==> config.mk <==
export PLATFORM = sky130hd
export DESIGN_NAME = vec_read_arbiter_flat
export DESIGN_NICKNAME = d
export VERILOG_FILES = /design/src/rtl/vec_read_pkg.sv /design/src/rtl/vec_read_arbiter_if.sv /design/src/rtl/rr_pick.sv /design/src/rtl/vec_read_arbiter.sv /design/src/flat_wrapper.sv
export SDC_FILE = /design/constraint.sdc
export NUM_CORES = 1
export LEC_CHECK = 0
export ABC_AREA = 1
export CAP_MARGIN = 20
export CORE_MARGIN = 4
export CORE_UTILIZATION = 48
export CTS_CLUSTER_DIAMETER = 60
export DETAILED_ROUTE_END_ITERATION = 7
export HOLD_SLACK_MARGIN = 0.03
export PLACE_DENSITY = 0.86
export SKIP_CTS_REPAIR_TIMING = 1
export SLEW_MARGIN = 15
export SYNTH_ARGS = -nofsm -noshare
export SYNTH_HDL_FRONTEND = slang
export SYNTH_HIERARCHICAL = 1
export SYNTH_SLANG_ARGS = --single-unit
export TNS_END_PERCENT = 1
==> constraint.sdc <==
create_clock -name clk -period 8.1 [get_ports clk]
set_input_delay 1.62 -clock clk [delete_from_list [all_inputs] [get_ports clk]]
set_output_delay 1.62 -clock clk [all_outputs]
set_load 0.01 [all_outputs]
==> src/rtl/vec_read_pkg.sv <==
// Shared types and helpers for the vector-reader arbiter and the reader it fronts.
package vec_read_pkg;

  typedef enum logic [1:0] {
    IDLE    = 2'd0,
    ISSUE   = 2'd1,
    WAIT    = 2'd2,
    DELIVER = 2'd3
  } arb_state_t;

  // Width of a length field able to hold 0..max_len inclusive.
  function automatic int len_width(input int max_len);
    return (max_len <= 1) ? 1 : $clog2(max_len + 1);
  endfunction

endpackage

==> src/rtl/vec_read_arbiter_if.sv <==
// Bundle of requester-side and reader-side signals around the arbiter.
// slave: the arbiter itself; master: the requesters and the shared reader.
interface vec_read_arbiter_if
  import vec_read_pkg::*;
#(
  parameter int NUM_REQ        = 4,
  parameter int MAX_VEC_LENGTH = 64
);
  localparam int MAX_VEC_LENGTH_W = len_width(MAX_VEC_LENGTH);

  // Requester side
  logic [NUM_REQ-1:0]                       req;
  logic [NUM_REQ-1:0][MAX_VEC_LENGTH_W-1:0] req_len;
  logic [NUM_REQ-1:0]                       done;
  logic [NUM_REQ-1:0]                       err;
  logic [MAX_VEC_LENGTH-1:0]                vec_out;
  logic                                     busy;

  // Reader side
  logic                                     rd_start;
  logic [MAX_VEC_LENGTH_W-1:0]              rd_vec_length;
  logic                                     rd_ready;
  logic [MAX_VEC_LENGTH-1:0]                rd_vec;

  modport slave (
    input  req, req_len, rd_ready, rd_vec,
    output done, err, vec_out, busy, rd_start, rd_vec_length
  );

  modport master (
    output req, req_len, rd_ready, rd_vec,
    input  done, err, vec_out, busy, rd_start, rd_vec_length
  );

endinterface

==> src/rtl/rr_pick.sv <==
// Combinational round-robin picker: first set request at or after rr_ptr,
// wrapping past NUM_REQ-1 back to 0.
module rr_pick #(
  parameter int NUM_REQ  = 4,
  parameter int REQ_ID_W = (NUM_REQ <= 1) ? 1 : $clog2(NUM_REQ)
) (
  input  logic [NUM_REQ-1:0]  req,
  input  logic [REQ_ID_W-1:0] rr_ptr,
  output logic                any,
  output logic [REQ_ID_W-1:0] idx
);

  // Scan offsets from farthest to nearest so the nearest hit to rr_ptr wins.
  always_comb begin
    logic [REQ_ID_W:0]   sum;
    logic [REQ_ID_W-1:0] pos;
    any = 1'b0;
    idx = '0;
    sum = '0;
    pos = '0;
    for (int off = NUM_REQ - 1; off >= 0; off--) begin
      sum = {1'b0, rr_ptr} + (REQ_ID_W + 1)'(off);
      if (sum >= (REQ_ID_W + 1)'(NUM_REQ)) begin
        sum = sum - (REQ_ID_W + 1)'(NUM_REQ);
      end
      pos = sum[REQ_ID_W-1:0];
      if (req[pos]) begin
        any = 1'b1;
        idx = pos;
      end
    end
  end

endmodule

==> src/rtl/vec_read_arbiter.sv <==
// Round-robin arbiter sharing one AXI-stream vector reader among NUM_REQ
// requesters. One transfer in flight at a time; the captured vector is
// returned on vec_out with a one-cycle done pulse to the granted requester.
module vec_read_arbiter
  import vec_read_pkg::*;
#(
  parameter int NUM_REQ          = 4,
  parameter int MAX_VEC_LENGTH   = 64,
  parameter int MAX_VEC_LENGTH_W = len_width(MAX_VEC_LENGTH),
  parameter int REQ_ID_W         = (NUM_REQ <= 1) ? 1 : $clog2(NUM_REQ)
) (
  input logic                clk,
  input logic                rst,
  vec_read_arbiter_if.slave  bus
);

  arb_state_t                  state_q;
  arb_state_t                  state_d;
  logic [REQ_ID_W-1:0]         rr_ptr;
  logic [REQ_ID_W-1:0]         gnt_id;
  logic [MAX_VEC_LENGTH_W-1:0] len_q;
  logic [MAX_VEC_LENGTH-1:0]   vec_q;
  logic [NUM_REQ-1:0]          done_q;
  logic [NUM_REQ-1:0]          err_q;
  logic                        rd_start_q;
  logic                        busy_q;

  logic                        pick_any;
  logic [REQ_ID_W-1:0]         pick_idx;
  logic [MAX_VEC_LENGTH_W-1:0] pick_len;
  logic                        len_bad;
  logic                        len_zero;

  function automatic logic [NUM_REQ-1:0] onehot(input logic [REQ_ID_W-1:0] id);
    logic [NUM_REQ-1:0] oh;
    oh     = '0;
    oh[id] = 1'b1;
    return oh;
  endfunction

  function automatic logic [REQ_ID_W-1:0] next_id(input logic [REQ_ID_W-1:0] id);
    if (int'(id) == NUM_REQ - 1) begin
      return '0;
    end
    return id + 1'b1;
  endfunction

  rr_pick #(
    .NUM_REQ  (NUM_REQ),
    .REQ_ID_W (REQ_ID_W)
  ) u_pick (
    .req    (bus.req),
    .rr_ptr (rr_ptr),
    .any    (pick_any),
    .idx    (pick_idx)
  );

  assign pick_len = bus.req_len[pick_idx];
  assign len_bad  = (pick_len > MAX_VEC_LENGTH_W'(MAX_VEC_LENGTH));
  assign len_zero = (pick_len == '0);

  // Next-state selection for the grant/issue/wait/deliver sequence.
  always_comb begin
    state_d = state_q;
    case (state_q)
      IDLE: begin
        if (pick_any && !len_bad) begin
          state_d = len_zero ? DELIVER : ISSUE;
        end
      end
      ISSUE:   state_d = WAIT;
      WAIT:    if (bus.rd_ready) state_d = DELIVER;
      DELIVER: state_d = IDLE;
      default: state_d = IDLE;
    endcase
  end

  // State, grant bookkeeping, capture and registered pulse outputs.
  always_ff @(posedge clk or posedge rst) begin
    if (rst) begin
      state_q    <= IDLE;
      rr_ptr     <= '0;
      gnt_id     <= '0;
      len_q      <= '0;
      vec_q      <= '0;
      done_q     <= '0;
      err_q      <= '0;
      rd_start_q <= 1'b0;
      busy_q     <= 1'b0;
    end else begin
      state_q    <= state_d;
      busy_q     <= (state_d != IDLE);
      rd_start_q <= (state_d == ISSUE);
      done_q     <= '0;
      err_q      <= '0;
      case (state_q)
        IDLE: begin
          if (pick_any) begin
            gnt_id <= pick_idx;
            len_q  <= pick_len;
            if (len_bad) begin
              // Rejected requests still advance the pointer so others get a turn.
              err_q  <= onehot(pick_idx);
              rr_ptr <= next_id(pick_idx);
            end else if (len_zero) begin
              vec_q  <= '0;
              done_q <= onehot(pick_idx);
            end
          end
        end
        WAIT: begin
          if (bus.rd_ready) begin
            vec_q  <= bus.rd_vec;
            done_q <= onehot(gnt_id);
          end
        end
        DELIVER: rr_ptr <= next_id(gnt_id);
        default: ;
      endcase
    end
  end

  assign bus.done          = done_q;
  assign bus.err           = err_q;
  assign bus.vec_out       = vec_q;
  assign bus.busy          = busy_q;
  assign bus.rd_start      = rd_start_q;
  // The length is only presented while the reader is being driven.
  assign bus.rd_vec_length = (state_q == ISSUE || state_q == WAIT) ? len_q : '0;

endmodule

==> src/flat_wrapper.sv <==
// flat-port wrapper written by rule: the top's interface ports become plain ports
module vec_read_arbiter_flat import vec_read_pkg::*;
#(
  parameter int NUM_REQ          = 4,
  parameter int MAX_VEC_LENGTH   = 64,
  parameter int MAX_VEC_LENGTH_W = len_width(MAX_VEC_LENGTH),
  parameter int REQ_ID_W         = (NUM_REQ <= 1) ? 1 : $clog2(NUM_REQ)
)
  (clk, rst, bus_req, bus_req_len, bus_rd_ready, bus_rd_vec, bus_done, bus_err, bus_vec_out, bus_busy, bus_rd_start, bus_rd_vec_length);
  vec_read_arbiter_if #(.NUM_REQ(NUM_REQ), .MAX_VEC_LENGTH(MAX_VEC_LENGTH)) bus_i ();
  input logic clk;
  input logic rst;
  input wire logic [$bits(bus_i.req)-1:0] bus_req;
  input wire logic [$bits(bus_i.req_len)-1:0] bus_req_len;
  input wire logic [$bits(bus_i.rd_ready)-1:0] bus_rd_ready;
  input wire logic [$bits(bus_i.rd_vec)-1:0] bus_rd_vec;
  output wire logic [$bits(bus_i.done)-1:0] bus_done;
  output wire logic [$bits(bus_i.err)-1:0] bus_err;
  output wire logic [$bits(bus_i.vec_out)-1:0] bus_vec_out;
  output wire logic [$bits(bus_i.busy)-1:0] bus_busy;
  output wire logic [$bits(bus_i.rd_start)-1:0] bus_rd_start;
  output wire logic [$bits(bus_i.rd_vec_length)-1:0] bus_rd_vec_length;
  assign bus_i.req = bus_req;
  assign bus_i.req_len = bus_req_len;
  assign bus_i.rd_ready = bus_rd_ready;
  assign bus_i.rd_vec = bus_rd_vec;
  assign bus_done = bus_i.done;
  assign bus_err = bus_i.err;
  assign bus_vec_out = bus_i.vec_out;
  assign bus_busy = bus_i.busy;
  assign bus_rd_start = bus_i.rd_start;
  assign bus_rd_vec_length = bus_i.rd_vec_length;
  vec_read_arbiter #(.NUM_REQ(NUM_REQ), .MAX_VEC_LENGTH(MAX_VEC_LENGTH), .MAX_VEC_LENGTH_W(MAX_VEC_LENGTH_W), .REQ_ID_W(REQ_ID_W)) u_core (.clk(clk), .rst(rst), .bus(bus_i));
endmodule
# After elaboration in Yosys (flattened, before gate mapping)
# Index checks and enable logic that the tools add are counted.
[op_classes] n_addsub=9 mul=0 n_div=0 magnitude_cmp=13 eq_ne=11 shifts=0 n_mux=57 bitwise=0 reduce_logical=13
[op_table] operator="$mux 64" count=4
[op_table] operator="$pmux 64 s2" count=1
[op_table] operator="$mux 2" count=17
[op_table] operator="$mux 4" count=7
[op_table] operator="$lt 2x3->1 const B" count=6
[op_table] operator="$mux 1" count=16
[op_table] operator="$bmux 7 s2" count=1
[op_table] operator="$mux 7" count=2
[op_table] operator="$ge 3x3->1 const B" count=3
[op_table] operator="$bmux 1 s2" count=4
[op_table] operator="$eq 2x1->1 const B" count=4
[op_table] operator="$pmux 2 s4" count=1
[op_table] operator="$pmux 4 s2" count=1
[op_table] operator="$sub 2x1->2 const B" count=4
[op_table] operator="$gt 7x7->1 const B" count=1
[op_table] operator="$logic_not 7->1" count=1
[op_table] operator="$add 2x2->3 const B" count=2
[op_table] operator="$ne 2x1->1 const B" count=3
[op_table] operator="$reduce_bool 2->1" count=3
[op_table] operator="$reduce_and 5->1" count=1
[op_table] operator="$add 2x1->2 const B" count=2
[op_table] operator="$demux 1 s2" count=2
[op_table] operator="$eq 2x2->1 const B" count=2
[op_table] operator="$ge 2x1->1 const B" count=2
[op_table] operator="10 further kinds" count=13
[word_totals] reg_bits=87 latchBits=0 mem_bits_rw=0 mem_bits_ro=0 in_bits=99 out_inout_bits=81 elab_cells=112 n_memories=0

# Longest topological paths before layout
# Gate-level depths: netlist of run 1.
[depth] word_depth=19 ltp_mapped=24 depth_no_buf=22

# Modules after synthesis
# Netlist of run 1, hierarchy kept.
[by_module_without_submodules] mod="vec_read_arbiter" n_inst=1 cells_each=606 area_each_um2=4509.3 seq_area_each_um2=2177.1
[by_module_without_submodules] mod="rr_pick" n_inst=1 cells_each=46 area_each_um2=212.7 seq_area_each_um2=0.0

# Worst setup path after synthesis of run 1
# Ideal clock, no wire load.
[synth_timing] path_kind="input port to flip-flop" start="input bus_req[3]" end="register u_core.vec_q[0], in the netlist u_core/bus.vec_out[0]" setup_ns=0.117 arrival_ns=3.580 setup_slack_ns=4.404 cell_stages=21 path_buffers=3 cell_sequence="inv_1 > nand2_2 > and2_4 > nand2_2 > nand2_1 > inv_1 > a21boi_1 > buf_2 > clkinv_1 > nand3_1 > nand2_1 > nand2_1 > nor2_1 > nand2_1 > nand2_1 > nand2_1 > nand2_1 > buf_4 > buf_4 > nand3_1 > nand2_1"
[synth_via] elab_chain_len=11 word_cells_on_any_way=24 classes_between="order compare: 1; eq/ne: 3; mux: 18; reduce/logical: 2"
[synth_lines] element="start, declared" line="flat_wrapper.sv:13" text="input wire logic [$bits(bus_i.req)-1:0] bus_req;"
[synth_lines] element="$bmux 1 s2" line="rr_pick.sv:27" text="if (req[pos]) begin"
[synth_lines] element="$mux 1 (implied by the code)" line="rr_pick.sv:27"
[synth_lines] element="$mux 2 (3 in series)" line="rr_pick.sv:27"
[synth_lines] element="$mux 2 *" line="rr_pick.sv:27"
[synth_lines] element="net u_core.pick_idx[1]" line="vec_read_arbiter.sv:29" text="logic [REQ_ID_W-1:0] pick_idx;"
[synth_lines] element="$bmux 7 s2 *" line="vec_read_arbiter.sv:58" text="assign pick_len = bus.req_len[pick_idx];"
[synth_lines] element="$mux 7 (implied by the code) *" line="vec_read_arbiter.sv:58"
[synth_lines] element="$gt 7x7->1 / $logic_not 7->1 (equally long branches)" line="vec_read_arbiter.sv:59, vec_read_arbiter.sv:60"
[synth_lines] element="$ne 2x2->1 (no line) / $ne 2x1->1 (equally long branches)"
[synth_lines] element="$reduce_and 5->1 (no line) *"
[synth_lines] element="end signal, assigned" line="vec_read_arbiter.sv:113" text="vec_q <= bus.rd_vec;"
[synth_lines] element="end, declared" line="vec_read_arbiter.sv:22" text="logic [MAX_VEC_LENGTH-1:0] vec_q;"
# The timed path passes the listed nets; every way through them passes the cells marked *. The select of a mux whose other input is x is not followed.
# A chain may end at the register's enable or synchronous reset.

# Final worst setup path of run 1
[layout_timing] start="input bus_req[2]" end="register u_core.vec_q[15], in the netlist u_core/bus.vec_out[15]"
# Same word-level chain as after synthesis.

==> results of run 1 <==
routing by layer:
layer  part of all wire, %  up-vias
met4                   3.2        0
met1                    39     2094
met2                    50      207
met5                     0        -
met3                   8.2       27
li1                      -     2274
synthesized netlist by cell type, types with 2 or more instances:
cell,count
nand3_1,92
inv_1,94
nor3_1,2
nand2_2,4
nand2_1,287
o21ai_2,2
clkbuf_1,9
ha_1,11
nor2_1,13
o21ai_0,14
inv_2,2
buf_6,15
buf_4,7
dfrtp_1,87
buf_2,2
stage by stage:
stage	power (mW)	instances	hold WS, ps
2_1_floorplan	1.75	652	453
3_3_place_gp	2.13	928	453
3_5_place_dp	2.18	929	457
4_1_cts	2.45	944	479
5_1_grt	2.68	944	501
6_report	2.45	944	476
layout make-up:
cell class | count | area, um^2 | share of cell area, %
clock buffer | 11 | 141 | 2.13
tap | 129 | 161 | 2.43
timing repair buffer | 182 | 1840 | 27.7
sequential | 87 | 2180 | 32.8
multi-input combinational | 433 | 1930 | 29.1
clock inverter | 4 | 22.5 | 0.339
inverter | 98 | 370 | 5.58
logic make-up after synthesis:
kind of cell,count (synthesis),share of synthesized area [%]
fa+ha+maj,11,2.91
simple gates,400,34.7
flops,87,46.1
compound gates,22,2.81
buf+inv,132,13.5
power groups by stage:
stage               Clock [mW]  Combinational, mW  Sequential [mW]
floorplan                    0               1.02            0.731
global placement             0               1.44            0.687
detailed placement           0               1.49            0.693
CTS                      0.265               1.50            0.687
global route             0.287               1.68            0.707
finish                   0.260               1.50            0.686
worst paths after layout:
path,start,to,slack [ps],depth (start not counted)
setup / recovery,bus_req[2],u_core/bus.vec_out[15],2640,20
setup reg to reg,u_core/rr_ptr[0],u_core/bus.vec_out[15],3670,19
max in group asynchronous,rst,u_core/bus.done[1],5760,3
hold / removal,u_core/bus.vec_out[49],u_core/bus.vec_out[49],480,2
hold reg to reg,u_core/bus.vec_out[49],u_core/bus.vec_out[49],480,2
min in group asynchronous,rst,u_core/bus.vec_out[23],1810,3
critical path, cell delays in order:
cell	delay [ps]
clkdlybuf4s50_1	470
inv_1	40
nand2_1	70
and2_4	150
nand2_2	60
nand2_1	70
inv_1	40
a21boi_1	660
clkinv_1	490
nand3_1	200
nand2_1	80
nand2_1	110
nor2_1	60
nand2_1	70
nand2_1	70
nand2_1	120
nand2_4	370
nand2_4	680
nand2_1	140
nand2_1	100
sequential cells by signal, summed over array words and instances, names as in the netlist:
register and cells:
u_core/state_q 2, u_core/rr_ptr 2, u_core/bus.err 4, u_core/bus.busy 1
u_core/bus.rd_start 1, u_core/bus.vec_out 64, u_core/bus.done 4, u_core/len_q 7
u_core/gnt_id 2
==> impl_results.md, run 1 <==
* Crit path arrival time at 5740 ps
* Clk pin slew, worst setup/hold paths at 80 ps
* Placed Area at ~6500 um^2
* FMAX at approximately 180 MHz
* WP data required at approximately 8400 ps
* Mapped cell area at approximately 4700 um^2
* Hold crit path type: reg -> reg
* Fin area at 6640 um^2
* DP HPWL at approximately 9.4 mm
* Met3 Use GR at 5.12%
* Area grow syn2layout at 40.6%
* # IOs at 180
* Share of cells above drive strength 1 at 4.05%
* Post-synthesis sequential area ratio at a little under half
* Root Driver: clkbuf_8
* Fin nets at 921
* Worst vdd ir at 0.270 mV
* Unrepaired setup endpoints after global routing: false
* PwrDens at 369 nW/um^2
* Std cell rows at 35
* Vias in the first global route at 4488
* Ant diodes at 0
* Placeable core area at 9420 um^2
* Die extent in x at 107 um
* Critical path class: in -> reg
* Initial antenna violation count at 0
* Sequential power share at approximately 28%
* Clock power frac at 10.6%
* CTS sink count at 87
* CTS buffer count at 9
* Period minus WS final at about 5500 ps
* DRT iter0 DRCs at 236
* H-tree levels at 3
* Syn nets at 762
* Setup crit end kind: register
* CTS tree: built
* Maxcap violations at 0
* Met2 Track Usage GR at 38.0%
* Worst slack, placed at 1600 ps
* Fin util at 70.5%
* GRT overflow at 0
* Status: completed
* Fin. Hold Viols at 0
* Port Buffers at 179
* Leak Pwr at 3.76 nW
* Fin crit share at roughly two thirds
* Max clock buf depth at 2
* Ys Warns at 6
* Routability Congestion at 0.931
* Vias per inst at roughly 4.9
* Top cell type's share of synthesized area at 46.1%
* Largest net degree at the start of global routing at 88
* Asr flop ratio synth at 100%
* Max transition margin at 43.9%
* Post-synth top area cell: dfrtp_1
* Die Span Y at 107 um
* Max-slew violations at 0
* Vias at 4602
* Clock Skews at 11.7 ps
* Worst Setup Start Kind: input pin
* Crit-path max FO at between 60 and 70
* WL/cell at 13.6 um
* Sw Pwr at around 1.2 mW
* Sw frac at 48.0%
* Worst Setup Slack, final at around 2600 ps
* Clk Latency, worst-skew pair at 340 ps
* Worst Tran Pin Value at 840 ps
* GRT met1 Usage at between 20 and 30%
* Largest cells by area after synthesis: dfrtp_1, nand2_1, nand3_1
* Most frequent cells in the layout: nand2_1, clkdlybuf4s50_1, inv_1, nand3_1, dfrtp_1
* Main flop type after synthesis: dfrtp_1
* Cell Int Power at 1.27 mW
* Number of enable flip-flop cells after synthesis at 0
* Post-Route Setup TNS at 0 ps
* Combinational power share at 61.4%
* First-pass GRT wire length at 21.3 mm
* Initial Utilization at 50.2%
* Mean Syn Cell Area at 7.24 um^2
* DRT Pass-1 Iters at 5
* Flops & latches, synth at 87
* Commonest non-fill, non-tap cell in the layout: nand2_1
* Number of fillers in the final layout at 734
* Cell count after synthesis at around 650
* GRT Max-Usage Layer: met2
* Die Area at 11500 um^2
* Final setup fails at 0
* Global Route Usage Sum at 22.7%
* Post-route DRC at 0
* Routed WL at 12.8 mm
* Post-DRT Antenna Nets at 0
* Count of different cell masters after synthesis at 26
Note: power is estimated with default switching activity, not from simulation.
==> run 2, diff against run 1 <==
--- a/config.mk
+++ b/config.mk
@@ -8,11 +8,11 @@
 export ABC_AREA = 1
 export CAP_MARGIN = 20
 export CORE_MARGIN = 4
-export CORE_UTILIZATION = 48
+export CORE_UTILIZATION = 45
 export CTS_CLUSTER_DIAMETER = 60
 export DETAILED_ROUTE_END_ITERATION = 7
 export HOLD_SLACK_MARGIN = 0.03
-export PLACE_DENSITY = 0.86
+export PLACE_DENSITY = 0.82
 export SKIP_CTS_REPAIR_TIMING = 1
 export SLEW_MARGIN = 15
 export SYNTH_ARGS = -nofsm -noshare
==> constraint.sdc (replaced) <==
create_clock -name clk -period 5.5 [get_ports clk]
set_input_delay 1.1 -clock clk [delete_from_list [all_inputs] [get_ports clk]]
set_output_delay 1.1 -clock clk [all_outputs]
set_load 0.01 [all_outputs]
==> run 2 against run 1 <==
  * Sequential share of layout area down 0.22 points
  * Routed wire length up 2.1%
  * Critical endpoint is now u_core/bus.vec_out[62]
  * Clock power is 70% higher
  * Global-route usage decreased by 1.3 points
  * Flip-flop and latch count stayed put
  * Largest power group unchanged
  * Critical path depth increased by 2
  * Non-clock buffer count increased by 3
  * Combinational power up 49%
  * Highest routed layer unchanged
  * Design area is 0.68% higher
  * First-iteration DRC count is 45% higher
  * Cell count increased by 1.2%
  * Worst setup slack got worse by 1700 ps
==> impl_results.md, run 2 (synthesis gave the netlist of run 1 again) <==
* Vias in the first global route at 4664 (+3.9%)
* CTS tree: built
* Post-DRT Antenna Nets at 0 (unchanged)
* Period minus WS final at 4520 ps
* Area grow syn2layout at 41.6%
* Worst Tran Pin Value at 755 ps (-85.4 ps)
* Fin. Hold Viols at 0 (unchanged)
* Post-route DRC at 0 (unchanged)
* First-pass GRT wire length at 21.9 mm (+2.7%)
* WL/cell at 13.7 um (+0.94%)
* Crit-path max FO at 64 (-1.5%)
* Fin nets at 924 (+0.33%)
* Worst vdd ir at 0.410 mV (+52%)
* Initial Utilization at 45.9% (-4.2 points)
* Worst slack, placed at 700 ps (-898 ps)
* Fin area at 6690 um^2 (+0.68%)
* Critical path class: in -> reg
* Max reg flops at 64 (unchanged)
* Worst Setup Start Kind: input pin
* DP HPWL at 9.58 mm (+1.9%)
* Layout Cells excl Fill at 955 (+1.2%)
* DRT Pass-1 Iters at 5 (unchanged)
* Share of cells above drive strength 1 at 4.27% (+0.22 points)
* # IOs at 180 (unchanged)
* Port Buffers at 179 (unchanged)
* Clock Skews at 8.74 ps (-2.95 ps)
* CTS sink count at 87 (unchanged)
* Tightest hold margin at 471 ps (-5.20 ps)
* Ant diodes at 0 (unchanged)
* PwrDens at 553 nW/um^2 (+50%)
* Unrepaired setup endpoints after global routing: false
* Setup crit end kind: register
* FMAX at 221 MHz
* # placed instances at 939 (+1.1%)
* Die extent in x at 110 um (+3.0%)
* H-tree levels at 3 (unchanged)
* Vias per inst at 4.90 (+0.61%)
* Routed WL at 13.1 mm (+2.1%)
* Root Driver: clkbuf_8
* Die Span Y at 110 um (+3.0%)
* Clk pin slew, worst setup/hold paths at 80 ps (about the same)
* Fin util at 65.0% (-5.5 points)
* Commonest non-fill, non-tap cell in the layout: nand2_1
* Placed Area at 6490 um^2 (+0.48%)
* Max clock buf depth at 2 (unchanged)
* Maxcap violations at 0 (unchanged)
* CTS buffer count at 9 (unchanged)
* Crit path arrival time at 4800 ps (-940 ps)
* DRT iter0 DRCs at 343 (+45%)
* Std cell rows at 37 (+5.7%)
* Die Area at 12200 um^2 (+6.2%)
* Worst Setup Slack, final at 984 ps (-1650 ps)
* Fin crit share at 82.1%
* Final setup fails at 0 (unchanged)
* Most frequent cells in the layout: nand2_1, clkdlybuf4s50_1, inv_1, nand3_1, dfrtp_1
* GRT overflow at 0 (unchanged)
* Largest net degree at the start of global routing at 65 (-26%)
* Vias at 4684 (+1.8%)
* Post-Route Setup TNS at 0 ps (unchanged)
* Max layer used: met4
* WP data required at 5790 ps (-2580 ps)
* Clk Latency, worst-skew pair at 360 ps (+20 ps)
* Power consumption at 3.70 mW (+51%)
* Max transition margin at 49.7% (+5.8 points)
* Routed wl met3 at 1.14 mm (+8.2%)
* Met2 WL post-DR at 6.47 mm (+1.7%)
* Placeable core area at 10300 um^2 (+9.2%)
* Routability Congestion at 0.935 (+0.49%)
* Initial antenna violation count at 0 (unchanged)
* Leak Pwr at 3.78 nW (+0.40%)
* Max-slew violations at 0 (unchanged)
* Global Route Usage Sum at 21.4% (-1.3 points)
* Metal-1 WL at 5.20 mm (+4.0%)
* Status: completed
* Hold crit path type: reg -> reg
==> run 2: worst max-delay path, stage by stage <==
cell,delay (ps)
clkdlybuf4s50_1,460
inv_1,60
o21ai_1,170
nand2_1,100
nand3_1,120
nand2_1,60
nand2_1,60
nand2_1,340
inv_2,380
nand2_1,90
nand3_1,90
nand2_1,110
nand2_1,110
nor2_1,50
nand2_1,70
nand2_1,60
nand2_1,100
nand2_2,330
nand2_2,140
buf_4,510
nand2_1,140
nand2_1,90
==> run 2: routing by layer <==
| layer | vias up | GRT usage [%] |
|---|---|---|
| met4 | 0 | 6.73 |
| met2 | 235 | 36.4 |
| met1 | 2136 | 25.6 |
| met3 | 28 | 7.01 |
| met5 | - | 0 |
| li1 | 2285 | - |
==> run 2: area by class of cell <==
type,count,area (um^2)
multi-input combinational,433,1920
fill,885,3590
sequential,87,2180
tap,136,170
timing repair buffer,185,1860
clock inverter,3,42.5
inverter,98,370
clock buffer,13,149
==> run 2: path summary, 6_finish.rpt <==
check / startpoint / end / slack, ps / cells after the start
max: bus_req[1] / u_core/bus.vec_out[62] / 980 / 22
min: u_core/bus.vec_out[7] / u_core/bus.vec_out[7] / 470 / 2
max reg2reg: u_core/rr_ptr[0] / u_core/bus.vec_out[62] / 1490 / 22
min reg2reg: u_core/bus.vec_out[7] / u_core/bus.vec_out[7] / 470 / 2
max in group asynchronous: rst / u_core/bus.vec_out[43] / 3270 / 3
min in group asynchronous: rst / u_core/bus.vec_out[46] / 1170 / 2
==> run 2: where the power goes <==
group | internal [mW] | total, mW | leakage [nW] | switching, mW
Sequential | 0.870 | 1.02 | 1.16 | 0.146
Combinational | 0.856 | 2.24 | 2.52 | 1.38
Clock | 0.223 | 0.443 | 0.0936 | 0.220
==> run 3, diff against run 2 <==
==> constraint.sdc (replaced) <==
create_clock -name clk -period 4.3 [get_ports clk]
set_input_delay 0.86 -clock clk [delete_from_list [all_inputs] [get_ports clk]]
set_output_delay 0.86 -clock clk [all_outputs]
set_load 0.01 [all_outputs]
==> run 3 against run 2 <==
  * Sequential share of layout area fell by 0.12 points
  * Cell count rose by 0.52%
  * Sequential power rose by 27%
  * Design area rose by 0.36%
  * Global-route usage rose by 0.14 points
  * Largest cell class unchanged
  * Register-to-register slack got worse by 400 ps
  * Via count rose by 0.79%
==> impl_results.md, run 3 (synthesis gave the netlist of run 1 again) <==
* Initial Utilization at 45.9% (unchanged)
* WP data required at 4600 ps (-1190 ps)
* Global Route Usage Sum at 21.5% (+0.14 points)
* GRT met1 Usage at 27.1% (+1.5 points)
* Crit-path max FO at 38 (-41%)
* Hold Startpoint: u_core/bus.vec_out[20]
* Vias per inst at 4.92 (+0.26%)
* Critical-path top delay cell: clkdlybuf4s50_1
* Clk pin slew, worst setup/hold paths at 90 ps (about the same)
* Tightest hold margin at 477 ps (+6.26 ps)
* DRT Pass-1 Iters at 5 (unchanged)
* Largest net degree at the start of global routing at 71 (+9.2%)
* # placed instances at 944 (+0.53%)
* Cell Chain, Critical Path: clkdlybuf4s50_1 > inv_1 > nand2_1 > and2_4 > nand2_2 > nand2_1 > inv_1 > a21boi_1 > buf_4 > clkinv_1 > nand3_1 > nand2_1 > nand2_1 > nor2_1 > nand2_1 > a21oi_4 > buf_4 > nand2_2 > buf_4 > nand2_1 > nand2_1
* Ant diodes at 0 (unchanged)
* Reg2reg path depth at 20 (-9.1%)
* First-pass GRT wire length at 22.2 mm (+1.4%)
* Clk Latency, worst-skew pair at 350 ps (about the same)
* Hold Path Stages at 2 (unchanged)
* H-tree levels at 3 (unchanged)
* Leak Pwr at 3.80 nW (+0.62%)
* Hold EP: u_core/bus.vec_out[20]
* Fin crit share at 80.5%
* FMAX at 289 MHz
* Routability Congestion at 0.896 (-4.2%)
* Fin. Hold Viols at 0 (unchanged)
* Period minus WS final at 3460 ps
* Die Span Y at 110 um (unchanged)
* Most repeated library cell on the critical path: nand2_1
* FF-to-FF Start: u_core/rr_ptr[0]
* Max transition margin at 53.1% (+3.4 points)
* Maxcap violations at 0 (unchanged)
* Std cell rows at 37 (unchanged)
* # IOs at 180 (unchanged)
* CP max stage delay at 480 ps (-30 ps)
* Layout Cells excl Fill at 960 (+0.52%)
* Initial antenna violation count at 0 (unchanged)
* Area grow syn2layout at 42.1%
* Share of cells above drive strength 1 at 5.10% (+0.82 points)
* GRT Max-Usage Layer: met2
* Routed WL at 13.0 mm (-0.38%)
* GRT overflow at 0 (unchanged)
* Worst vdd ir at 0.507 mV (+24%)
* Post-DRT Antenna Nets at 0 (unchanged)
* Max reg flops at 64 (unchanged)
* Die extent in x at 110 um (unchanged)
* Status: completed
* Met3 Use GR at 5.32% (-1.7 points)
* Vias at 4721 (+0.79%)
* DP HPWL at 9.64 mm (+0.62%)
* Commonest non-fill, non-tap cell in the layout: nand2_1
* Die Area at 12200 um^2 (unchanged)
* CTS tree: built
* Clock Skews at 9.92 ps (+1.19 ps)
* Worst Setup Start Kind: input pin
* Final setup fails at 0 (unchanged)
* Max-slew violations at 0 (unchanged)
* Port Buffers at 179 (unchanged)
* Crit path max-delay family: buffers and inverters
* Max clock buf depth at 2 (unchanged)
* Unrepaired setup endpoints after global routing: false
* Hold crit path type: reg -> reg
* PwrDens at 711 nW/um^2 (+29%)
* WP buf/inv at 7 (+3)
* Met2 Track Usage GR at 35.5% (-0.89 points)
* Post-Route Setup TNS at 0 ps (unchanged)
* Vias in the first global route at 4617 (-1.0%)
* Post-route DRC at 0 (unchanged)
* Critical path class: in -> reg
* Fin nets at 929 (+0.54%)
* Flop-to-flop setup slack at 1090 ps (-400 ps)
* WL/cell at 13.6 um (-0.90%)
* Crit path arrival time at 3760 ps (-1040 ps)
* Root Driver: clkbuf_8
* CTS sink count at 87 (unchanged)
* CTS buffer count at 9 (unchanged)
* Setup crit end kind: register
* Power consumption at 4.77 mW (+29%)
* DRT iter0 DRCs at 324 (-5.5%)
* Most frequent cells in the layout: nand2_1, clkdlybuf4s50_1, inv_1, nand3_1, dfrtp_1
* Worst Tran Pin Value at 703 ps (-51.7 ps)
* Placeable core area at 10300 um^2 (unchanged)
* Reg-to-Reg End: u_core/bus.vec_out[54]
[run 3: cell types whose count changed in the layout (fill, tap and decap cells not counted)]
cell      change
inv_6         +1
clkinv_2      +1
buf_4         +6
clkbuf_1      -2
buf_16        -1
[run 3: where the power goes]
group | switching, mW | total, mW | leakage, nW | internal (mW)
sequential | 0.191 | 1.30 | 1.16 | 1.11
clock | 0.288 | 0.572 | 0.0997 | 0.285
combinational | 1.78 | 2.90 | 2.54 | 1.12
total | 2.26 | 4.77 | 3.80 | 2.52
[run 3: worst max-delay path by stage]
stage                     startpoint                     end  slack [ps]  cells past startpoint
after global routing      bus_req[2]  u_core/bus.vec_out[26]         460                     21
after global placement    bus_req[2]  u_core/bus.vec_out[26]         620                     21
after detailed placement  bus_req[2]  u_core/bus.vec_out[54]         490                     21
after CTS                 bus_req[2]  u_core/bus.vec_out[54]         870                     21
final                     bus_req[2]  u_core/bus.vec_out[54]         840                     21
after floorplan                  rst         u_core/bus.busy        1190                      1
[run 3: final cells by class]
class / count / area [um^2]
clock buffer: 11 / 141
timing repair buffer: 190 / 1870
multi-input combinational: 433 / 1920
sequential: 87 / 2180
tap: 136 / 170
fill: 911 / 3570
clock inverter: 5 / 56.3
inverter: 98 / 370
[run 3: metrics by stage]
| step | setup WS [ps] | util, % | area [um^2] |
|---|---|---|---|
| 6_report | 839 | 65.3 | 6710 |
| 5_1_grt | 459 | 65.3 | 6710 |
| 4_1_cts | 869 | 65.3 | 6710 |
| 3_5_place_dp | 495 | 63.4 | 6510 |
| 3_3_place_gp | 622 | 63.4 | 6510 |
| 2_1_floorplan | 1190 | - | 4720 |
[run 3: routing by layer]
metal	share of wire [%]	wire, um	vias to the layer above
li1	-	-	2299
met1	41	5340	2198
met2	49	6400	195
met3	7.4	969	29
met4	2.6	335	0
met5	0	0	-
[run 3: worst min-delay path: stages (launching register included)]
cell	delay [ps]
dfrtp_1	350
nand2_1	50
nand2_1	50
